## config.mk

```make
export PLATFORM = sky130hd
export DESIGN_NAME = y86_execute_stage_flat
export DESIGN_NICKNAME = d
export VERILOG_FILES = /design/src/rtl/y86_pkg.sv /design/src/rtl/y86_execute_stage_if.sv /design/src/rtl/y86_seq_mul.sv /design/src/rtl/y86_execute_stage.sv /design/src/flat_wrapper.sv
export SDC_FILE = /design/constraint.sdc
export NUM_CORES = 1
export LEC_CHECK = 0
export ABC_AREA = 1
export CAP_MARGIN = 25
export CELL_PAD_IN_SITES_DETAIL_PLACEMENT = 0
export CELL_PAD_IN_SITES_GLOBAL_PLACEMENT = 2
export CORE_MARGIN = 4
export CORE_UTILIZATION = 31
export DETAILED_ROUTE_END_ITERATION = 10
export GPL_TIMING_DRIVEN = 0
export PLACE_DENSITY_LB_ADDON = 0.1
export SETUP_SLACK_MARGIN = 0.3
export SLEW_MARGIN = 15
export SYNTH_ARGS = -nofsm -noshare
export SYNTH_HDL_FRONTEND = slang
export SYNTH_SLANG_ARGS = --single-unit
```

## constraint.sdc

```tcl
create_clock -name clk -period 5.9 [get_ports clk]
set_clock_uncertainty 0.05 [all_clocks]
set_input_delay 1.18 -clock clk [delete_from_list [all_inputs] [get_ports clk]]
set_output_delay 1.18 -clock clk [all_outputs]
set_load 0.02 [all_outputs]
```

## src/rtl/y86_pkg.sv

```systemverilog
// Shared encodings and types for the Y86-64 execute stage.
package y86_pkg;
  localparam logic [3:0] I_HALT   = 4'h0;
  localparam logic [3:0] I_NOP    = 4'h1;
  localparam logic [3:0] I_RRMOVQ = 4'h2;
  localparam logic [3:0] I_IRMOVQ = 4'h3;
  localparam logic [3:0] I_RMMOVQ = 4'h4;
  localparam logic [3:0] I_MRMOVQ = 4'h5;
  localparam logic [3:0] I_OPQ    = 4'h6;
  localparam logic [3:0] I_JXX    = 4'h7;
  localparam logic [3:0] I_CALL   = 4'h8;
  localparam logic [3:0] I_RET    = 4'h9;
  localparam logic [3:0] I_PUSHQ  = 4'hA;
  localparam logic [3:0] I_POPQ   = 4'hB;

  localparam logic [3:0] ALU_ADD = 4'h0;
  localparam logic [3:0] ALU_SUB = 4'h1;
  localparam logic [3:0] ALU_AND = 4'h2;
  localparam logic [3:0] ALU_XOR = 4'h3;
  localparam logic [3:0] ALU_MUL = 4'h4;

  localparam logic [3:0] C_ALWAYS = 4'h0;
  localparam logic [3:0] C_LE     = 4'h1;
  localparam logic [3:0] C_L      = 4'h2;
  localparam logic [3:0] C_E      = 4'h3;
  localparam logic [3:0] C_NE     = 4'h4;
  localparam logic [3:0] C_GE     = 4'h5;
  localparam logic [3:0] C_G      = 4'h6;

  typedef struct packed {
    logic zf;
    logic sf;
    logic of;
  } cc_t;

  localparam cc_t CC_RESET = '{zf: 1'b1, sf: 1'b0, of: 1'b0};

  typedef enum logic {IDLE, MUL} exe_state_t;

  function automatic logic cond_eval(input logic [3:0] fn, input cc_t c);
    logic lt;
    lt = c.sf ^ c.of;
    case (fn)
      C_ALWAYS: return 1'b1;
      C_LE:     return lt | c.zf;
      C_L:      return lt;
      C_E:      return c.zf;
      C_NE:     return !c.zf;
      C_GE:     return !lt;
      C_G:      return !lt && !c.zf;
      default:  return 1'b0;
    endcase
  endfunction
endpackage

```

## src/rtl/y86_execute_stage_if.sv

```systemverilog
// Decode-side and memory-side handshake bundle of the execute stage.
interface y86_execute_stage_if #(parameter int W = 64);
  import y86_pkg::*;
  logic         in_valid;
  logic         in_ready;
  logic [3:0]   icode;
  logic [3:0]   ifun;
  logic [W-1:0] valA;
  logic [W-1:0] valB;
  logic [W-1:0] valC;
  logic         out_valid;
  logic         out_ready;
  logic [W-1:0] valE;
  logic         cnd;
  cc_t          cc;
  logic         halted;
  logic         err;

  modport master (output in_valid, icode, ifun, valA, valB, valC, out_ready,
                  input  in_ready, out_valid, valE, cnd, cc, halted, err);
  modport slave  (input  in_valid, icode, ifun, valA, valB, valC, out_ready,
                  output in_ready, out_valid, valE, cnd, cc, halted, err);
endinterface

```

## src/rtl/y86_seq_mul.sv

```systemverilog
// Iterative shift-add multiplier, one bit per cycle; compiled only with Y86_MULQ_EN.
`ifdef Y86_MULQ_EN
module y86_seq_mul #(parameter int W = 64) (
  input  logic         clk,
  input  logic         rst_n,
  input  logic         start,
  input  logic [W-1:0] a,
  input  logic [W-1:0] b,
  output logic         busy,
  output logic         done,
  output logic [W-1:0] product
);
  localparam int CW = $clog2(W + 1);

  logic [CW-1:0] cnt_q, cnt_d;
  logic [W-1:0]  a_q, a_d, b_q, b_d, acc_q, acc_d, acc_next;

  always_comb begin
    acc_next = acc_q + (b_q[0] ? a_q : '0);
    cnt_d    = cnt_q;
    a_d      = a_q;
    b_d      = b_q;
    acc_d    = acc_q;
    if (start) begin
      cnt_d = CW'(W);
      a_d   = a;
      b_d   = b;
      acc_d = '0;
    end else if (busy) begin
      cnt_d = cnt_q - CW'(1);
      a_d   = a_q << 1;
      b_d   = b_q >> 1;
      acc_d = acc_next;
    end
  end

  always_ff @(posedge clk or negedge rst_n) begin
    if (!rst_n) begin
      cnt_q <= '0;
      a_q   <= '0;
      b_q   <= '0;
      acc_q <= '0;
    end else begin
      cnt_q <= cnt_d;
      a_q   <= a_d;
      b_q   <= b_d;
      acc_q <= acc_d;
    end
  end

  // done flags the cycle whose iteration is the last one; product already includes it
  assign busy    = (cnt_q != '0);
  assign done    = (cnt_q == CW'(1));
  assign product = acc_next;
endmodule
`endif

```

## src/rtl/y86_execute_stage.sv

```systemverilog
// Y86-64 execute stage: ALU, condition codes, cnd evaluation, registered result.
// Optional mulq support is enabled by defining Y86_MULQ_EN.
//   state | meaning
//   IDLE  | ready for a new instruction (subject to halt/err/backpressure)
//   MUL   | iterative mulq in progress, input stalled
module y86_execute_stage import y86_pkg::*; #(
  parameter int W          = 64,
  parameter int STACK_STEP = 8
) (
  input logic              clk,
  input logic              rst_n,
  y86_execute_stage_if.slave bus
);
  localparam logic [W-1:0] STEP = W'(STACK_STEP);

  exe_state_t   state_q, state_d;
  logic         out_valid_q, out_valid_d, cnd_q, cnd_d;
  logic         halted_q, halted_d, err_q, err_d;
  logic [W-1:0] vale_q, vale_d;
  cc_t          cc_q, cc_d, alu_cc;
  logic [W-1:0] alu_val, sum, diff, mul_prod;
  logic         cc_we, cnd_v, bad, mul_op, of_v, accept, mul_done, mul_busy;

  assign bus.in_ready = (state_q == IDLE) && !halted_q && !err_q && (!out_valid_q || bus.out_ready);
  assign accept       = bus.in_valid && bus.in_ready;

  always_comb begin
    alu_val = '0;
    cc_we   = 1'b0;
    cnd_v   = 1'b0;
    bad     = 1'b0;
    mul_op  = 1'b0;
    of_v    = 1'b0;
    sum     = bus.valB + bus.valA;
    diff    = bus.valB - bus.valA;
    case (bus.icode)
      I_HALT, I_NOP: ;
      I_RRMOVQ, I_JXX: begin
        if (bus.ifun > C_G) bad = 1'b1;
        else cnd_v = cond_eval(bus.ifun, cc_q);
        if (bus.icode == I_RRMOVQ) alu_val = bus.valA;
      end
      I_IRMOVQ:          alu_val = bus.valC;
      I_RMMOVQ, I_MRMOVQ: alu_val = bus.valB + bus.valC;
      I_OPQ: begin
        cc_we = 1'b1;
        case (bus.ifun)
          ALU_ADD: begin
            alu_val = sum;
            of_v    = (bus.valA[W-1] == bus.valB[W-1]) && (sum[W-1] != bus.valB[W-1]);
          end
          ALU_SUB: begin
            alu_val = diff;
            of_v    = (bus.valA[W-1] != bus.valB[W-1]) && (diff[W-1] != bus.valB[W-1]);
          end
          ALU_AND: alu_val = bus.valB & bus.valA;
          ALU_XOR: alu_val = bus.valB ^ bus.valA;
          ALU_MUL: begin
`ifdef Y86_MULQ_EN
            mul_op = 1'b1;
`else
            bad = 1'b1;
`endif
          end
          default: bad = 1'b1;
        endcase
      end
      I_CALL, I_PUSHQ: alu_val = bus.valB - STEP;
      I_RET, I_POPQ:   alu_val = bus.valB + STEP;
      default:         bad = 1'b1;
    endcase
    if (bad) begin
      alu_val = '0;
      cc_we   = 1'b0;
      cnd_v   = 1'b0;
    end
    alu_cc.zf = (alu_val == '0);
    alu_cc.sf = alu_val[W-1];
    alu_cc.of = of_v;
  end

`ifdef Y86_MULQ_EN
  y86_seq_mul #(.W(W)) u_mul (
    .clk     (clk),
    .rst_n   (rst_n),
    .start   (accept && mul_op),
    .a       (bus.valB),
    .b       (bus.valA),
    .busy    (mul_busy),
    .done    (mul_done),
    .product (mul_prod)
  );
`else
  assign mul_busy = 1'b0;
  assign mul_done = 1'b0;
  assign mul_prod = '0;
`endif

  always_comb begin
    state_d     = state_q;
    out_valid_d = out_valid_q;
    vale_d      = vale_q;
    cnd_d       = cnd_q;
    cc_d        = cc_q;
    halted_d    = halted_q;
    err_d       = err_q;
    if (out_valid_q && bus.out_ready) out_valid_d = 1'b0;
    case (state_q)
      IDLE: begin
        if (accept) begin
          if (mul_op) begin
            state_d = MUL;
          end else begin
            out_valid_d = 1'b1;
            vale_d      = alu_val;
            cnd_d       = cnd_v;
            if (cc_we) cc_d = alu_cc;
            if (bus.icode == I_HALT) halted_d = 1'b1;
            if (bad) err_d = 1'b1;
          end
        end
      end
      MUL: begin
        // the output register drained when mulq was accepted, so loading here never overwrites
        if (mul_done) begin
          state_d     = IDLE;
          out_valid_d = 1'b1;
          vale_d      = mul_prod;
          cnd_d       = 1'b0;
          cc_d.zf     = (mul_prod == '0);
          cc_d.sf     = mul_prod[W-1];
          cc_d.of     = 1'b0;
        end else if (!mul_busy) begin
          state_d = IDLE;
        end
      end
      default: state_d = IDLE;
    endcase
  end

  always_ff @(posedge clk or negedge rst_n) begin
    if (!rst_n) begin
      state_q     <= IDLE;
      out_valid_q <= 1'b0;
      vale_q      <= '0;
      cnd_q       <= 1'b0;
      cc_q        <= CC_RESET;
      halted_q    <= 1'b0;
      err_q       <= 1'b0;
    end else begin
      state_q     <= state_d;
      out_valid_q <= out_valid_d;
      vale_q      <= vale_d;
      cnd_q       <= cnd_d;
      cc_q        <= cc_d;
      halted_q    <= halted_d;
      err_q       <= err_d;
    end
  end

  assign bus.out_valid = out_valid_q;
  assign bus.valE      = vale_q;
  assign bus.cnd       = cnd_q;
  assign bus.cc        = cc_q;
  assign bus.halted    = halted_q;
  assign bus.err       = err_q;
endmodule

```

## src/flat_wrapper.sv

```systemverilog
// flat-port wrapper written by rule: the top's interface ports become plain ports
module y86_execute_stage_flat import y86_pkg::*;
#(
  parameter int W          = 64,
  parameter int STACK_STEP = 8
)
  (clk, rst_n, bus_in_valid, bus_icode, bus_ifun, bus_valA, bus_valB, bus_valC, bus_out_ready, bus_in_ready, bus_out_valid, bus_valE, bus_cnd, bus_cc, bus_halted, bus_err);
  y86_execute_stage_if #(.W(W)) bus_i ();
  input logic clk;
  input logic rst_n;
  input wire logic [$bits(bus_i.in_valid)-1:0] bus_in_valid;
  input wire logic [$bits(bus_i.icode)-1:0] bus_icode;
  input wire logic [$bits(bus_i.ifun)-1:0] bus_ifun;
  input wire logic [$bits(bus_i.valA)-1:0] bus_valA;
  input wire logic [$bits(bus_i.valB)-1:0] bus_valB;
  input wire logic [$bits(bus_i.valC)-1:0] bus_valC;
  input wire logic [$bits(bus_i.out_ready)-1:0] bus_out_ready;
  output wire logic [$bits(bus_i.in_ready)-1:0] bus_in_ready;
  output wire logic [$bits(bus_i.out_valid)-1:0] bus_out_valid;
  output wire logic [$bits(bus_i.valE)-1:0] bus_valE;
  output wire logic [$bits(bus_i.cnd)-1:0] bus_cnd;
  output wire logic [$bits(bus_i.cc)-1:0] bus_cc;
  output wire logic [$bits(bus_i.halted)-1:0] bus_halted;
  output wire logic [$bits(bus_i.err)-1:0] bus_err;
  assign bus_i.in_valid = bus_in_valid;
  assign bus_i.icode = bus_icode;
  assign bus_i.ifun = bus_ifun;
  assign bus_i.valA = bus_valA;
  assign bus_i.valB = bus_valB;
  assign bus_i.valC = bus_valC;
  assign bus_i.out_ready = bus_out_ready;
  assign bus_in_ready = bus_i.in_ready;
  assign bus_out_valid = bus_i.out_valid;
  assign bus_valE = bus_i.valE;
  assign bus_cnd = bus_i.cnd;
  assign bus_cc = bus_i.cc;
  assign bus_halted = bus_i.halted;
  assign bus_err = bus_i.err;
  y86_execute_stage #(.W(W), .STACK_STEP(STACK_STEP)) u_core (.clk(clk), .rst_n(rst_n), .bus(bus_i));
endmodule
```

; Word level (Yosys, flattened, before mapping)
; Index checks and enable logic that the tools add are counted.
[classes]
n_bitwise = 4
muxes = 21
n_reduce_logical = 26
multipliers = 0
n_eq_ne = 21
magnitude_cmp = 1
div_mod_pow = 0
shift = 0
add_sub_neg = 5
[op_table]
columns = cell, n
row1 = $pmux 64 s6, 1
row2 = $pmux 64 s4, 1
row3 = $mux 64, 3
row4 = $add 64x64->64, 2
row5 = $add 64x4->64 const B, 1
row6 = $and 64x64->64, 1
row7 = $logic_not 64->1, 1
row8 = $sub 64x4->64 const B, 1
row9 = $sub 64x64->64, 1
row10 = $xor 64x64->64, 1
row11 = $eq 4x3->1 const B, 7
row12 = $eq 4x2->1 const B, 4
row13 = $eq 4x4->1 const B, 4
row14 = $mux 1, 11
row15 = $reduce_or 9->1, 1
row16 = $eq 4x1->1 const B, 2
row17 = $logic_not 4->1, 2
row18 = $reduce_or 2->1, 4
row19 = $logic_and 1x1->1, 7
row20 = $pmux 1 s7, 1
row21 = $mux 3, 2
row22 = $reduce_and 2->1, 3
row23 = $logic_not 1->1, 5
row24 = $gt 4x3->1 const B, 1
row25 = 9 further kinds, 11
[word_totals]
ram_bits = 0
regBits = 71
mem_count = 0
latchBits = 0
romBits = 0
word_cells = 86

; Logic depth before layout (Yosys ltp)
[depth]
depth_word = 8
mapped_depth = 30
ltp_nobuf = 28

; Worst setup path before layout
; No wires, ideal clock.
[synth_timing]
path_kind = input to register
from = in bus_icode[0]
to = reg u_core.cc_q, in the netlist u_core.bus.cc[2]
cell_stages = 19
t_required_ns = 5.790
setup_slack_ns = 2.282
t_arrival_ns = 3.507
n_path_buf = 3
cell_sequence = buf_2 -> nand3_4 -> buf_6 -> buf_2 -> ha_1 -> nand2_1 -> nor2_1 -> nand2_1 -> or2_1 -> nand3b_1 -> nand2_1 -> nand2_1 -> nand3_1 -> nand3_1 -> o21ai_1 -> nand2_1 -> nor2_1 -> nand3_1 -> nand2_1
[synth_between]
elab_chain_cells = 7
word_cells_on_any_way = 27
[synth_lines]
columns = item, line_no
row1 = "start, declared", flat_wrapper.sv:12  ; input wire logic [$bits(bus_i.icode)-1:0] bus_icode;
row2 = "$eq 4x1->1, or another cell as far along", y86_execute_stage.sv:36  ; case (bus.icode)
row3 = "$reduce_or 9->1 (no source line), or another cell as far along", n/a
row4 = $pmux 1 s3 or $pmux 64 s6 (tied branches), y86_execute_stage.sv:36
row5 = $mux 64, y86_execute_stage.sv:72  ; if (bad) begin
row6 = $logic_not 64->1, y86_execute_stage.sv:77  ; alu_cc.zf = (alu_val == '0);
row7 = $mux 3, y86_execute_stage.sv:117  ; if (cc_we) cc_d = alu_cc;
row8 = $mux 3, y86_execute_stage.sv:110  ; if (accept) begin
row9 = "end signal, assigned", y86_execute_stage.sv:147  ; cc_q <= CC_RESET;
row10 = "end signal, assigned", y86_execute_stage.sv:155  ; cc_q <= cc_d;
row11 = "end, declared", y86_execute_stage.sv:20  ; cc_t cc_q, cc_d, alu_cc;
; Parallel ways exist; a longest one is shown, timed or not. The select of a mux whose other input is x is not followed.
; A chain may end at the register's enable or synchronous reset.

; Worst setup path in the final report
[layout_timing]
from = in bus_valA[37]
to = reg u_core.cc_q, in the netlist u_core.bus.cc[2]
[layout_between]
elab_chain_cells = 7
word_cells_on_any_way = 11
[layout_lines]
columns = item, line_no
row1 = "start, declared", flat_wrapper.sv:14  ; input wire logic [$bits(bus_i.valA)-1:0] bus_valA;
row2 = "$sub 64x64->64, or another cell as far along", y86_execute_stage.sv:35  ; diff = bus.valB - bus.valA;
row3 = $pmux 64 s4, y86_execute_stage.sv:47  ; case (bus.ifun)
row4 = $pmux 64 s6 *, y86_execute_stage.sv:36
row5 = $mux 64 *, y86_execute_stage.sv:72
row6 = $logic_not 64->1 *, y86_execute_stage.sv:77
row7 = $mux 3 *, y86_execute_stage.sv:117
row8 = $mux 3 *, y86_execute_stage.sv:110
; Every way passes the cells marked *; elsewhere a longest branch is shown, timed or not. The select of a mux whose other input is x is not followed.

==> flow_summary.yaml <==
floorplanning:
  die-area_um2: 94600
  rows: 109
  fp.dieW_um: 308
  io_pins: 276
  initial_core_util_pct: 31.3
  die_y_um: 308
  coreArea_um2: 88800
global_route:
  grt_max_degree: 53
  track_usage_pct: 37.1
  antenna_found_initial: 5
  grtUsageMet1_pct: 52.5
  grt_pass1_wl_um: 253000
  grt-busiest-layer: "met2"
  overflow: 0
  grt_pass1_vias: 36279
  use_met2_pct: 59.4
  grtUsageMet3_pct: 3.59
power:
  p_comb_share_pct: 71.1
  p_sw_mw: 2.28
  irDropWorstVdd_mv: 0.129
  p_int_mw: 1.62
  clock_power_share_pct: 15.9
  sequentialPowerShare_pct: 13.0
  cellPowerDensity_nw_per_um2: 120
  p_leak_nw: 17.1
  swShare_pct: 58.4
place:
  portBuffers: 273
  place_worst_setup_slack_ps: -722
  gp_congestion: 1.02
  dp_hpwl_um: 161000
sta:
  holdWs_ps: 440
  finalCritPeriodShare_pct: 94.6
  tightest_slew_ps: 1130
  setup_tns_ps: 0
  max-slew-margin-rel_pct: 24.5
  setup_viol: 0
  setup_ws_ps: 320
  fmax_ghz: 0.179
  rsz0062_at_grt: "false"
  layout_min_cycle_time_ps: 5580
  maxSlewViolCount: 0
  hold_viol_final: 0
logic_synthesis:
  syn_avg_cell_area_um2: 4.85
  synth_edf_count: 0
  seq_area_frac_synth_pct: 6.39
  synth_warnings: 0
  syn_nets: 6142
  syn_inst: 5739
  syn-cell-area_um2: 27800
  synth_ff_type: "dfrtp_1"
  synth_top_cells_by_area: "nand2_1, inv_1, nand3_1"
  async_reset_ff_share_pct: 100
  ys_types: 53
  synth.top_cell.area_share_pct: 27.8
  synth_seq_cells: 71
  yosys.area.top_type: "nand2_1"
final_layout:
  area_growth_pct: 16.7
  multi_input_area_um2: 21400
  nFillCells: 10749
  drive_above_1_share_pct: 2.35
  nets: 6428
  register_area_um2: 1780
critical_path:
  critical_path_class: "in2reg"
  crit_path_max_fanout: 9
  critPathRequiredTime_ps: 6170
  crit_arrival_ps: 5850
  worst_setup_path_start_kind: "input pin"
  cp-end-kind: "flip-flop"
clock_network:
  cts_buffers: 9
  insertion_delay_ps: 370
  htree_levels: 3
  cts_max_path_buffers: 2
  path_clk_slew_ps: 70
  hold_buffers: 0
  cts_resized: 7
  cts_root_buffer: "clkbuf_16"
  cts_tree: "done"
  post_cts_buffers: 0
  cts.sinks: 71
detailed_routing:
  drc: 0
  vias: 38460
  drtPass1Iterations: 6
  routed_wl_um: 182000
  ant_nets: 0
  drt_iter0_markers: 4547
  routed_via_density: 5.34
  routedWlPerCell_um: 25.3
outcome:
  outcome: "finished, final reports clean"
run:
  drv_cap: 0
worst_hold_path:
  hold_path.class: "reg2reg"
-- cell usage after synthesis, types with 3 or more instances --
library cell,number
a21boi_0,7
a21o_1,12
a21oi_1,270
a31oi_1,8
a41oi_1,45
a41oi_2,4
and2_1,6
buf_1,18
buf_2,11
buf_4,3
buf_6,11
clkbuf_1,116
dfrtp_1,70
fa_1,3
ha_1,196
inv_1,1037
inv_2,14
nand2_1,2062
nand3_1,611
nand3b_1,74
nand4_1,73
nor2_1,618
nor2_2,15
nor3_1,41
nor4_1,3
o211ai_1,3
o21a_1,4
o21ai_0,248
o21ai_1,15
o21bai_1,47
o22ai_1,56
o31ai_1,3
or2_2,4
xnor2_1,3
xor2_1,4
-- worst max-delay path, cell delays in order --
cell and delay [ps]:
clkdlybuf4s50_1 690, inv_1 210, ha_1 320, clkbuf_1 250
nand2_1 180, inv_1 60, a21oi_1 260, o21ai_0 250
a21oi_1 400, nor2_1 160, nor3_1 290, nand3_1 120
nand3_1 100, nand3_1 160, nand2_1 210, nand3_1 200
nand2_1 120, nand3_1 230, nor2_1 170, nand3_1 160
nand2_1 100
-- through the flow --
step           instance area, µm²  power, mW  util [%]  std cells
6_report                    32500       3.90      36.6       7198
5_1_grt                     32500       4.16      36.6       7197
3_5_place_dp                32100       3.19      36.1       7179
3_3_place_gp                32000       3.19      36.1       7177
4_1_cts                     32400       3.82      36.5       7195
2_1_floorplan               27800       2.09         -       5739
-- state kept, by name, summed over array words and instances (netlist names) --
| signal | flops |
|---|---|
| u_core.bus.cc | 3 |
| u_core.bus.cnd | 1 |
| u_core.bus.err | 1 |
| u_core.bus.halted | 1 |
| u_core.bus.out_valid | 1 |
| u_core.bus.valE | 64 |
-- logic make-up (layout without fill, tap and decap cells) --
logic type	after synthesis	in the layout	synth area share [%]
buffers and inverters	1212	1503	16.7
AOI/OAI and AO/OA	728	728	14.9
and+or+nand+nor	3521	3521	52.6
adders and majority gates	199	199	9.03
xor gates and xnor gates	8	8	0.279
other	0	3	0
DFF	71	71	6.39
-- placed cells by master (no fill, tap or decap), drive strengths merged, types with 2 or more instances in the layout --
cell	count
nor2	635
nand2	2064
nand4	73
xnor2	3
nand2b	2
or2	6
clkdlybuf4s50	265
diode	3
o21bai	49
dfrtp	70
fa	3
nand3b	74
a21o	12
buf	47
o21a	4
ha	196
clkinv	3
dlymetal6s2s	6
o22ai	56
a31oi	8
o21ai	263
a21boi	7
xor2	5
a41oi	49
o211ai	3
inv	1055
a21oi	270
o31ai	3
nor4	3
clkbuf	124
nand3	615
nor3	41
and2	6
-- power groups by stage --
stage          clock network [mW]  logic (mW)  registers (mW)
6_report                    0.621        2.77           0.509
4_1_cts                     0.621        2.69           0.508
5_1_grt                     0.635        3.01           0.509
3_5_place_dp                    0        2.67           0.517
3_3_place_gp                    0        2.67           0.517
2_1_floorplan                   0        1.56           0.524
-- worst paths after layout --
check | start | endpoint | slack [ps] | cells past startpoint
setup / recovery | bus_valA[37] | u_core.bus.cc[2] | 320 | 21
hold / removal | u_core.bus.valE[61] | u_core.bus.valE[61] | 440 | 2
setup reg to reg | u_core.bus.halted | u_core.bus.cc[2] | 2040 | 21
hold reg to reg | u_core.bus.valE[61] | u_core.bus.valE[61] | 440 | 2
max in group asynchronous | rst_n | u_core.bus.valE[49] | 4530 | 2
min in group asynchronous | rst_n | u_core.bus.valE[8] | 630 | 1
-- metal layers --
layer | part of all wire [%] | vias up
li1 | - | 18661
met1 | 45 | 17949
met2 | 44 | 1627
met4 | 3.5 | 2
met3 | 7.6 | 221
met5 | 0.0071 | -
-- final cells by class --
class	instances	area share (%)
timing repair buffer	275	8.57
clock inverter	7	0.247
multi-input combinational	4456	66.0
inverter	1053	12.2
buffer	159	2.31
sequential	71	5.48
tap	1165	4.49
clock buffer	9	0.694
antenna	3	0.0231
Note: power is estimated with default switching activity, not from simulation.
